<file path="src/rtl/linear_ccd_timing_gen_if.sv">
// rtl/linear_ccd_timing_gen_if.sv - signal bundle between acquisition control and the CCD timing generator
// master: acquisition control (drives mode/start/stop/trig_in/int_time)
// slave : timing generator (drives sensor waveforms, ADC strobe and frame status)
interface linear_ccd_timing_gen_if #(
  parameter int INT_W = 16
);
  logic [1:0]       mode;
  logic             start;
  logic             stop;
  logic             trig_in;
  logic [INT_W-1:0] int_time;
  logic             ccd_clk;
  logic             ccd_rog;
  logic             adc_strobe;
  logic [15:0]      pix_idx;
  logic             frame_start;
  logic             frame_done;
  logic             busy;
  logic             integ_active;
  logic             trig_miss;

  modport master (
    output mode, start, stop, trig_in, int_time,
    input  ccd_clk, ccd_rog, adc_strobe, pix_idx, frame_start, frame_done,
           busy, integ_active, trig_miss
  );

  modport slave (
    input  mode, start, stop, trig_in, int_time,
    output ccd_clk, ccd_rog, adc_strobe, pix_idx, frame_start, frame_done,
           busy, integ_active, trig_miss
  );
endinterface

</file>
<file path="src/rtl/linear_ccd_timing_gen.sv">
// rtl/linear_ccd_timing_gen.sv - ROG/CLK timing generator for ILX511B-class linear CCDs
// Ports:
//   sys_clk  - system clock, all logic on rising edge
//   sys_rst  - synchronous active-high reset
//   bus      - slave side of linear_ccd_timing_gen_if:
//              in : mode, start, stop, trig_in, int_time
//              out: ccd_clk, ccd_rog (active low), adc_strobe, pix_idx,
//                   frame_start, frame_done, busy, integ_active, trig_miss
module linear_ccd_timing_gen #(
  parameter int CLK_DIV   = 4,
  parameter int N_PIX     = 2087,
  parameter int ROG_SETUP = 3,
  parameter int ROG_LOW   = 149,
  parameter int ROG_HOLD  = 2,
  parameter int TICK_DIV  = 100000,
  parameter int ADC_PHASE = 2,
  parameter int INT_W     = 16
) (
  input logic                    sys_clk,
  input logic                    sys_rst,
  linear_ccd_timing_gen_if.slave bus
);

  typedef enum logic [3:0] {
    IDLE, FLUSH_SETUP, FLUSH_ROG, INTEG, XFER_SETUP, XFER_ROG, HOLD, READOUT, WAIT_INT
  } state_t;

  localparam int MAX_A   = (ROG_LOW > ROG_SETUP) ? ROG_LOW : ROG_SETUP;
  localparam int CNT_MAX = (MAX_A > ROG_HOLD) ? MAX_A : ROG_HOLD;
  localparam int CNT_W   = $clog2(CNT_MAX + 1);
  localparam int PH_W    = $clog2(2 * CLK_DIV);
  localparam int TK_W    = $clog2(TICK_DIV + 1);

  state_t           state, next_state;
  logic [CNT_W-1:0] cnt;
  logic [PH_W-1:0]  ph;
  logic [15:0]      pix;
  logic             last_pix;
  logic [1:0]       mode_lat;
  logic             stop_pending;
  logic             int_done;
  logic             integ_q;
  logic [TK_W-1:0]  tick_cnt;
  logic [INT_W-1:0] tick_num;
  logic [INT_W-1:0] int_lat;
  logic             rog_q;
  logic             miss_q;

  logic accept, setup_end, rog_end, hold_end, pix_end, ro_end;
  logic expire, int_ready, rog_rise, rog_fall, timed;

  always_comb begin
    accept    = (state == IDLE) && ((bus.mode == 2'd2) ? bus.trig_in : bus.start);
    setup_end = (cnt == CNT_W'(ROG_SETUP - 1));
    rog_end   = (cnt == CNT_W'(ROG_LOW - 1));
    hold_end  = (cnt == CNT_W'(ROG_HOLD - 1));
    pix_end   = (ph == PH_W'(2 * CLK_DIV - 1));
    ro_end    = pix_end && last_pix;
    // expiry is seen combinationally so INTEG/WAIT_INT leave on the very cycle the timer ends
    expire    = integ_q && (tick_cnt == TK_W'(TICK_DIV - 1)) && (tick_num == int_lat - INT_W'(1));
    int_ready = int_done || expire;
    rog_rise  = ((state == FLUSH_ROG) || (state == XFER_ROG)) && rog_end;
    rog_fall  = ((state == FLUSH_SETUP) || (state == XFER_SETUP)) && setup_end;
    timed     = (state == FLUSH_SETUP) || (state == FLUSH_ROG) || (state == XFER_SETUP) ||
                (state == XFER_ROG) || (state == HOLD);
  end

  // state register; ccd_rog is registered from the next state so it is low exactly in *_ROG
  always_ff @(posedge sys_clk) begin
    if (sys_rst) begin
      state <= IDLE;
      rog_q <= 1'b1;
    end else begin
      state <= next_state;
      rog_q <= !((next_state == FLUSH_ROG) || (next_state == XFER_ROG));
    end
  end

  always_comb begin
    next_state = state;
    case (state)
      IDLE:        if (accept) next_state = FLUSH_SETUP;
      FLUSH_SETUP: if (setup_end) next_state = FLUSH_ROG;
      FLUSH_ROG:   if (rog_end) next_state = INTEG;
      INTEG:       if (int_ready) next_state = XFER_SETUP;
      XFER_SETUP:  if (setup_end) next_state = XFER_ROG;
      XFER_ROG:    if (rog_end) next_state = HOLD;
      HOLD:        if (hold_end) next_state = READOUT;
      READOUT: begin
        if (ro_end) begin
          if (mode_lat != 2'd1 || stop_pending) next_state = IDLE;
          else if (int_ready)                   next_state = XFER_SETUP;
          else                                  next_state = WAIT_INT;
        end
      end
      WAIT_INT:    if (int_ready) next_state = XFER_SETUP;
      default:     next_state = IDLE;
    endcase
  end

  always_comb begin
    bus.ccd_clk     = 1'b1;
    bus.adc_strobe  = 1'b0;
    bus.frame_start = 1'b0;
    bus.frame_done  = 1'b0;
    if (state == READOUT) begin
      bus.ccd_clk     = (ph >= PH_W'(CLK_DIV));
      bus.adc_strobe  = (ph == PH_W'(ADC_PHASE));
      bus.frame_start = (ph == '0) && (pix == 16'd0);
      bus.frame_done  = ro_end;
    end
    bus.ccd_rog      = rog_q;
    bus.pix_idx      = pix;
    bus.busy         = (state != IDLE);
    bus.integ_active = integ_q;
    bus.trig_miss    = miss_q;
  end

  // phase counters; pixel counters are held at zero whenever the next state is not READOUT,
  // which also returns pix_idx to 0 right after the last pixel
  always_ff @(posedge sys_clk) begin
    if (sys_rst) begin
      cnt      <= '0;
      ph       <= '0;
      pix      <= '0;
      last_pix <= 1'b0;
    end else begin
      cnt <= (next_state != state || !timed) ? '0 : cnt + CNT_W'(1);
      if (next_state != READOUT) begin
        ph       <= '0;
        pix      <= '0;
        last_pix <= 1'b0;
      end else if (state == READOUT) begin
        ph <= pix_end ? '0 : ph + PH_W'(1);
        if (ph == PH_W'(CLK_DIV - 1)) begin
          if (pix == 16'(N_PIX - 1)) last_pix <= 1'b1;
          else                       pix      <= pix + 16'd1;
        end
      end
    end
  end

  // mode latch, stop request, integration timer and miss pulse
  always_ff @(posedge sys_clk) begin
    if (sys_rst) begin
      mode_lat     <= 2'd0;
      stop_pending <= 1'b0;
      int_done     <= 1'b0;
      integ_q      <= 1'b0;
      tick_cnt     <= '0;
      tick_num     <= '0;
      int_lat      <= '0;
      miss_q       <= 1'b0;
    end else begin
      miss_q <= (state != IDLE) && (bus.start || bus.trig_in);
      if (accept) mode_lat <= (bus.mode == 2'd3) ? 2'd0 : bus.mode;

      if (next_state == IDLE)
        stop_pending <= 1'b0;
      else if (state != IDLE && bus.stop && mode_lat == 2'd1)
        stop_pending <= 1'b1;

      if (next_state == IDLE) begin
        integ_q  <= 1'b0;
        int_done <= 1'b0;
        tick_cnt <= '0;
        tick_num <= '0;
      end else if (rog_rise) begin
        integ_q  <= 1'b1;
        tick_cnt <= '0;
        tick_num <= '0;
        int_lat  <= (bus.int_time == '0) ? INT_W'(1) : bus.int_time;
      end else if (integ_q) begin
        if (expire) begin
          integ_q  <= 1'b0;
          int_done <= 1'b1;
          tick_cnt <= '0;
          tick_num <= '0;
        end else if (tick_cnt == TK_W'(TICK_DIV - 1)) begin
          tick_cnt <= '0;
          tick_num <= tick_num + INT_W'(1);
        end else begin
          tick_cnt <= tick_cnt + TK_W'(1);
        end
      end
      if (rog_fall) int_done <= 1'b0;
    end
  end

endmodule

</file>
<file path="src/flat_wrapper.sv">
// flat-port wrapper written by rule: the top's interface ports become plain ports
module linear_ccd_timing_gen_flat 
#(
  parameter int CLK_DIV   = 4,
  parameter int N_PIX     = 2087,
  parameter int ROG_SETUP = 3,
  parameter int ROG_LOW   = 149,
  parameter int ROG_HOLD  = 2,
  parameter int TICK_DIV  = 100000,
  parameter int ADC_PHASE = 2,
  parameter int INT_W     = 16
)
  (sys_clk, sys_rst, bus_mode, bus_start, bus_stop, bus_trig_in, bus_int_time, bus_ccd_clk, bus_ccd_rog, bus_adc_strobe, bus_pix_idx, bus_frame_start, bus_frame_done, bus_busy, bus_integ_active, bus_trig_miss);
  linear_ccd_timing_gen_if #(.INT_W(INT_W)) bus_i ();
  input logic sys_clk;
  input logic sys_rst;
  input wire logic [$bits(bus_i.mode)-1:0] bus_mode;
  input wire logic [$bits(bus_i.start)-1:0] bus_start;
  input wire logic [$bits(bus_i.stop)-1:0] bus_stop;
  input wire logic [$bits(bus_i.trig_in)-1:0] bus_trig_in;
  input wire logic [$bits(bus_i.int_time)-1:0] bus_int_time;
  output wire logic [$bits(bus_i.ccd_clk)-1:0] bus_ccd_clk;
  output wire logic [$bits(bus_i.ccd_rog)-1:0] bus_ccd_rog;
  output wire logic [$bits(bus_i.adc_strobe)-1:0] bus_adc_strobe;
  output wire logic [$bits(bus_i.pix_idx)-1:0] bus_pix_idx;
  output wire logic [$bits(bus_i.frame_start)-1:0] bus_frame_start;
  output wire logic [$bits(bus_i.frame_done)-1:0] bus_frame_done;
  output wire logic [$bits(bus_i.busy)-1:0] bus_busy;
  output wire logic [$bits(bus_i.integ_active)-1:0] bus_integ_active;
  output wire logic [$bits(bus_i.trig_miss)-1:0] bus_trig_miss;
  assign bus_i.mode = bus_mode;
  assign bus_i.start = bus_start;
  assign bus_i.stop = bus_stop;
  assign bus_i.trig_in = bus_trig_in;
  assign bus_i.int_time = bus_int_time;
  assign bus_ccd_clk = bus_i.ccd_clk;
  assign bus_ccd_rog = bus_i.ccd_rog;
  assign bus_adc_strobe = bus_i.adc_strobe;
  assign bus_pix_idx = bus_i.pix_idx;
  assign bus_frame_start = bus_i.frame_start;
  assign bus_frame_done = bus_i.frame_done;
  assign bus_busy = bus_i.busy;
  assign bus_integ_active = bus_i.integ_active;
  assign bus_trig_miss = bus_i.trig_miss;
  linear_ccd_timing_gen #(.CLK_DIV(CLK_DIV), .N_PIX(N_PIX), .ROG_SETUP(ROG_SETUP), .ROG_LOW(ROG_LOW), .ROG_HOLD(ROG_HOLD), .TICK_DIV(TICK_DIV), .ADC_PHASE(ADC_PHASE), .INT_W(INT_W)) u_core (.sys_clk(sys_clk), .sys_rst(sys_rst), .bus(bus_i));
endmodule
</file>
<file path="config.mk">
export PLATFORM = sky130hd
export DESIGN_NAME = linear_ccd_timing_gen_flat
export DESIGN_NICKNAME = d
export VERILOG_FILES = /design/src/rtl/linear_ccd_timing_gen_if.sv /design/src/rtl/linear_ccd_timing_gen.sv /design/src/flat_wrapper.sv
export SDC_FILE = /design/constraint.sdc
export NUM_CORES = 1
export LEC_CHECK = 0
export CAP_MARGIN = 30
export CORE_AREA = 4 4 97 117
export DETAILED_ROUTE_END_ITERATION = 10
export DIE_AREA = 0 0 101 121
export GPL_TIMING_DRIVEN = 0
export PLACE_DENSITY = 0.7
export SLEW_MARGIN = 10
export SYNTH_ARGS = -nofsm -noshare
export SYNTH_HDL_FRONTEND = slang
export SYNTH_SLANG_ARGS = --single-unit
export TNS_END_PERCENT = 1
</file>
<file path="constraint.sdc">
create_clock -name sys_clk -period 5.5 [get_ports sys_clk]
set_input_delay 1.375 -clock sys_clk [delete_from_list [all_inputs] [get_ports sys_clk]]
set_output_delay 1.375 -clock sys_clk [all_outputs]
set_load 0.01 [all_outputs]
</file>
==> qor.csv, run 1 <==
metric;value;unit
ff2ff_path_depth;13;
synth.distinct_cells;61;
yosysWarningCount;0;
die_h;121;microns
clock-sinks;88;
setup_tns;0;ns
clk_pin_slew;0.06;ns
post-route-min-period;3.81;ns
cts_resized;0;
clockRootBuffer;clkbuf_16;
wirelength;11900;microns
grt_max_degree;14;
synth_area_leader_cell;dfxtp_1;
fillers;920;
numCtsBuffers;9;
synth.net_count;644;
grt_overflow;0;
cp-start-kind;register;
tritoncts;done;
synth_cells;606;
num_vias;4465;
max_slew_margin;0.394;
rsz0062_at_grt;no;
required;4.12;ns
dr.pass1.iters;4;
antenna_found_initial;0;
clk_latency;0.34;ns
cp.arrival;2.44;ns
hp-class;reg -> reg;
diodes;0;
clock-skew-final;0.00519;ns
fmax;262;MHz
p_per_area;224;nW/um^2
critical_path_class;reg -> out;
holdPathStages;2;
placed_cells;780;
worstHoldStart;u_core.int_lat[15];
run_status;finished, final reports clean;
yosys_register_bits;88;
ys.flop_type;dfxtp_1;
wl_per_cell;15.0;microns
instances_no_fill;794;
grt_pass1_wl;20300;microns
rr_startpoint;u_core.int_lat[0];
cts_setup_buffers;0;
ff2ff_setup_slack;2.10;ns
drv_cap;0;
remaining_drc_errors;0;
die-area;12200;sq um
fin_hold_ws;0.477;ns
hold-path-endpoint;u_core.int_lat[15];
synth_edf_count;0;
ir_drop;134;uV
io_buffers;45;
start_util;0.488;
finalMaxSlewViolations;0;
hold_viol_final;0;
leakage;1.97;nW
syn_to_final_growth;17.8;%
dr.first_iter.drc_count;144;
dpl.hpwl;9020;microns
tightest_slew;0.900;ns
io-pin-count;47;
drive_gt1_frac;0.0692;
end_kind;primary output;
ys_seq_area_frac;0.350;
h-tree-depth;3;
drtAntennaViolNets;0;
clockBufferDepth;2;
critPathMaxFanout;10;
rows;41;
final-setup-viol-count;0;
gp_congestion;0.874;
fp.dieW;101;microns
syn-cell-area;5030;sq um
grt_pass1_vias;4310;
r2r-end;u_core.bus.integ_active;
synth_area_leaders;dfxtp_1 35%, xor2_1 7.0%, nor2_1 5.3%;
synthArstFlopShare;0;
syn_area_per_cell;8.31;sq um
nets;700;
postCtsHoldBufs;0;
grt_use_total;0.204;
core-area;10300;sq um
viasPerCell;5.62;
synth_top_area_frac;0.350;
fin_crit_sh;0.693;
## cells in the mapped netlist (3+ instances only)
cell / n
dfxtp_1: 88
nor2_1: 71
nand2_1: 66
xor2_1: 40
a21oi_1: 37
xnor2_1: 30
nor3_1: 27
nand3_1: 25
inv_1: 20
clkbuf_1: 18
nor4_1: 18
nand4_1: 17
and3_1: 16
nor4_2: 16
ha_1: 15
o21ai_0: 9
nand2b_1: 6
buf_6: 5
mux2i_1: 5
nor2b_1: 5
a211oi_1: 4
a31oi_1: 4
and4_1: 4
or4_1: 4
and2_1: 3
nand4b_1: 3
nor4b_1: 3
o211ai_1: 3
or3_1: 3
## sequential cells by signal (all words and copies together), names as in the netlist, 2 cells and up
signal and cells:
u_core.ph 3, u_core.mode_lat 2, u_core.bus.pix_idx 16, u_core.cnt 8, u_core.int_lat 16, u_core.tick_num 16, u_core.state 4, u_core.tick_cnt 17
## layout by cell type, fill, tap and decap left out, types with 15 or more instances in the layout
| master | n |
|---|---|
| xor2_1 | 40 |
| nand4_1 | 17 |
| nor2_1 | 71 |
| nor4_2 | 16 |
| clkdlybuf4s50_1 | 45 |
| inv_1 | 20 |
| and3_1 | 16 |
| nand2_1 | 66 |
| dfxtp_1 | 88 |
| clkbuf_1 | 19 |
| a21oi_1 | 37 |
| nand3_1 | 25 |
| nor4_1 | 18 |
| nor3_1 | 27 |
| ha_1 | 15 |
| xnor2_1 | 30 |
## critical path: stages, from the launching register on
cell and delay (ns):
dfxtp_1 0.32, clkbuf_1 0.21, nor4_1 0.82, inv_1 0.21
clkdlybuf4s50_1 0.53
## worst max path at each step
stage | endpoint | from
CTS | bus_busy | u_core.state[1]
global placement | u_core.bus.pix_idx[14] | bus_mode[0]
finish | bus_busy | u_core.state[1]
detailed placement | u_core.ph[2] | bus_mode[0]
global route | bus_busy | u_core.state[1]
floorplan | u_core.tick_num[5] | u_core.int_lat[0]
## logic make-up (layout without fill, tap and decap cells)
family	after synthesis	after routing	synth area share
flops	88	88	0.350
compound gates	76	76	0.0962
fa+ha+maj	15	15	0.0373
xor+xnor	70	70	0.122
simple gates	304	304	0.338
mux	5	5	0.00994
buf+inv	48	107	0.0470
## layer usage
layer / GRT usage / vias to the layer above / routed length [microns] / share of wire
li1: - / 2255 / - / -
met3: 0.0316 / 14 / 389 / 0.033
met4: 0.0740 / 0 / 176 / 0.015
met5: 0 / - / 0 / 0
met1: 0.244 / 2130 / 5140 / 0.43
met2: 0.365 / 66 / 6210 / 0.52
## cell type report
type                       count  area (sq um)  area share
timing repair buffer          45           450      0.0759
tap                          129           161      0.0272
multi-input combinational    470          3040       0.512
clock inverter                 3          43.8     0.00738
buffer                        28           161      0.0272
sequential                    88          1760       0.297
clock buffer                  11           243      0.0409
inverter                      20          75.1      0.0127
## where the power goes
part | switching, W | total, W | internal (W)
combinational | 0.0000499 | 0.0000853 | 0.0000354
sequential | 0.00000343 | 0.000644 | 0.000640
clock | 0.000240 | 0.000599 | 0.000359
total | 0.000293 | 0.00133 | 0.00103
## metrics by stage
step	util	setup slack [ns]	power, W	instance area [sq um]
after floorplan	-	2.55	0.000707	5030
after global placement	0.548	1.92	0.000741	5650
after detailed placement	0.548	1.89	0.000743	5650
after CTS	0.575	1.68	0.00134	5930
after global routing	0.575	1.57	0.00138	5930
final	0.575	1.69	0.00133	5930
(Power assumes the default switching activity.)
==> run 2, diff against run 1 <==
--- a/config.mk
+++ b/config.mk
@@ -10,7 +10,7 @@
 export DETAILED_ROUTE_END_ITERATION = 10
 export DIE_AREA = 0 0 101 121
 export GPL_TIMING_DRIVEN = 0
-export PLACE_DENSITY = 0.7
+export PLACE_DENSITY = 0.73
 export SLEW_MARGIN = 10
 export SYNTH_ARGS = -nofsm -noshare
 export SYNTH_HDL_FRONTEND = slang
==> constraint.sdc (replaced) <==
create_clock -name sys_clk -period 3.1 [get_ports sys_clk]
set_input_delay 0.775 -clock sys_clk [delete_from_list [all_inputs] [get_ports sys_clk]]
set_output_delay 0.775 -clock sys_clk [all_outputs]
set_load 0.01 [all_outputs]
==> run 2 against run 1 <==
Effect of this change: the run now ends with negative setup slack left; wire length grew 5.2%; worst setup slack lost 1.7 ns; total power grew 82%; critical path depth grew 8; via count grew 2.5%; clock power grew 87%; flip-flop and latch count is the same; non-clock buffer count grew 4; die area is the same.
==> qor.csv, run 2 (synthesis gave the netlist of run 1 again) <==
metric;value;unit;change
io_buffers;45;;unchanged
setup_tns;-0.0188;ns;-0.0188 ns
hold-path-endpoint;u_core.int_lat[15];;
rows;41;;unchanged
pre_cts_ws;-0.212;ns;-2.10 ns
num_vias;4577;;+2.5%
h-tree-depth;3;;unchanged
post-route-min-period;3.11;ns;
nets;704;;+0.57%
drv_cap;0;;unchanged
fp.dieW;101;microns;unchanged
path_cells;inv_1, ha_1, buf_6, nor3b_4, nand2_2, or4b_4, a31oi_4, o211ai_4, or4b_4, o31ai_4, buf_12, nor4_1;;
wl_per_cell;15.7;microns;+4.4%
postCtsHoldBufs;0;;unchanged
antenna_found_initial;0;;unchanged
dr.first_iter.drc_count;201;;+40%
grt_pass1_wl;21200;microns;+4.3%
run_status;finished, violations left;;
grt_overflow;0;;unchanged
fmax;322;MHz;
worst_path_most_repeated_cell;or4b_4;;
mostFrequentLayoutCell;dfxtp_1;;
drtAntennaViolNets;0;;unchanged
die-area;12200;sq um;unchanged
top_register;u_core.tick_cnt;;
clk_latency;0.35;ns;about the same
dpl.hpwl;9120;microns;+1.1%
worstHoldStart;u_core.int_lat[15];;
core-area;10300;sq um;unchanged
setup_ws;-0.00925;ns;-1.70 ns
cp-start-kind;register;;
final-setup-viol-count;4;;+4
cp.arrival;3.30;ns;+0.86 ns
grt_pass1_vias;4544;;+5.4%
r2r-end;u_core.tick_num[0];;
grt_use_total;0.212;;+0.00765
clockRootBuffer;clkbuf_16;;
ff2ff_setup_slack;-0.009;ns;-2.11 ns
tightest_slew;0.710;ns;-0.190 ns
remaining_drc_errors;0;;unchanged
end_kind;register;;
ir_drop;319;uV;+140%
numCtsBuffers;9;;unchanged
ff2ff_path_depth;12;;-1
cpMaxStageDelayCell;or4b_4;;
holdPathStages;2;;unchanged
largest_register_ffs;17;;unchanged
p_per_area;395;nW/um^2;+76%
finalPower;0.00241;W;+82%
hold_viol_final;0;;unchanged
syn_to_final_growth;21.3;%;
crit_path_max_incr_delay;0.61;ns;-0.21 ns
rr_startpoint;u_core.int_lat[1];;
rsz0062_at_grt;yes;;
viasPerCell;5.72;;+1.7%
drive_gt1_frac;0.0999;;+0.0307
tritoncts;done;;
clock-sinks;88;;unchanged
clock-skew-final;0.0114;ns;+0.00626 ns
clk_pin_slew;0.07;ns;about the same
fin_crit_sh;1.00;;
gp_congestion;0.840;;-3.8%
dr.pass1.iters;5;;+1
clockBufferDepth;2;;unchanged
max_slew_margin;0.523;;+0.129
critical_path_class;reg -> reg;;
required;3.29;ns;-0.83 ns
hp-class;reg -> reg;;
critPathMaxFanout;10;;unchanged
finalMaxSlewViolations;0;;unchanged
layout_common_cells;86 x dfxtp_1, 71 x nor2_1, 65 x nand2_1;;
leakage;2.04;nW;+3.5%
violations;negative setup slack;;
io-pin-count;47;;unchanged
diodes;0;;unchanged
wirelength;12500;microns;+5.2%
grt_max_degree;16;;+2
die_h;121;microns;unchanged
start_util;0.488;;unchanged
## run 2: area by class of cell
cell class,count,area [sq um]
multi-input combinational,470,3110
clock inverter,6,67.6
clock buffer,10,239
sequential,88,1760
timing repair buffer,49,513
fill,887,4210
inverter,20,75.1
tap,129,161
buffer,28,174
## run 2: how the worst max path moves through the flow
stage / cells past startpoint / startpoint / endpoint
after floorplan: 12 / u_core.int_lat[0] / u_core.tick_num[5]
after global placement: 13 / u_core.int_lat[0] / u_core.int_done
after detailed placement: 13 / u_core.int_lat[0] / u_core.stop_pending
after CTS: 13 / u_core.int_lat[0] / u_core.tick_cnt[10]
after global routing: 12 / u_core.int_lat[0] / u_core.tick_num[0]
final: 12 / u_core.int_lat[1] / u_core.tick_num[0]
## run 2: stage by stage
stage	std cells	util	instance area [sq um]	hold slack [ns]
after CTS	799	0.584	6020	0.491
after detailed placement	780	0.548	5650	0.480
final	800	0.592	6100	0.492
after global placement	780	0.548	5650	0.459
after floorplan	606	-	5030	0.445
after global routing	800	0.592	6100	0.526
## run 2: worst max-delay path: cells and delay by family, from the launching register on
kind	cells	cell delay, ns
AOI/OAI and AO/OA	3	0.53
adders and majority gates	1	0.15
buffers and inverters	3	0.40
DFF	1	0.37
and+or+nand+nor	5	1.49
## run 2: layer usage
metal | track usage | vias up | wire length [microns]
met4 | 0.0856 | 0 | 303
met1 | 0.257 | 2177 | 5190
met3 | 0.0357 | 28 | 584
li1 | - | 2258 | -
met2 | 0.368 | 114 | 6460
met5 | 0 | - | 0
## run 2: power breakdown
part | leakage (nW) | switching, W | total (W) | internal, W
clock network | 0.145 | 0.000466 | 0.00112 | 0.000649
registers | 0.710 | 0.00000653 | 0.00114 | 0.00114
logic | 1.18 | 0.0000901 | 0.000155 | 0.0000646
total | 2.04 | 0.000562 | 0.00241 | 0.00185
## run 2: what timing repair did
action,CTS,global route
endpoints found under the setup margin,54,65
setup buffers,2,1
endpoints found under the hold margin,0,0
cloned,1,0
resized for setup,6,21
pin swaps,2,4
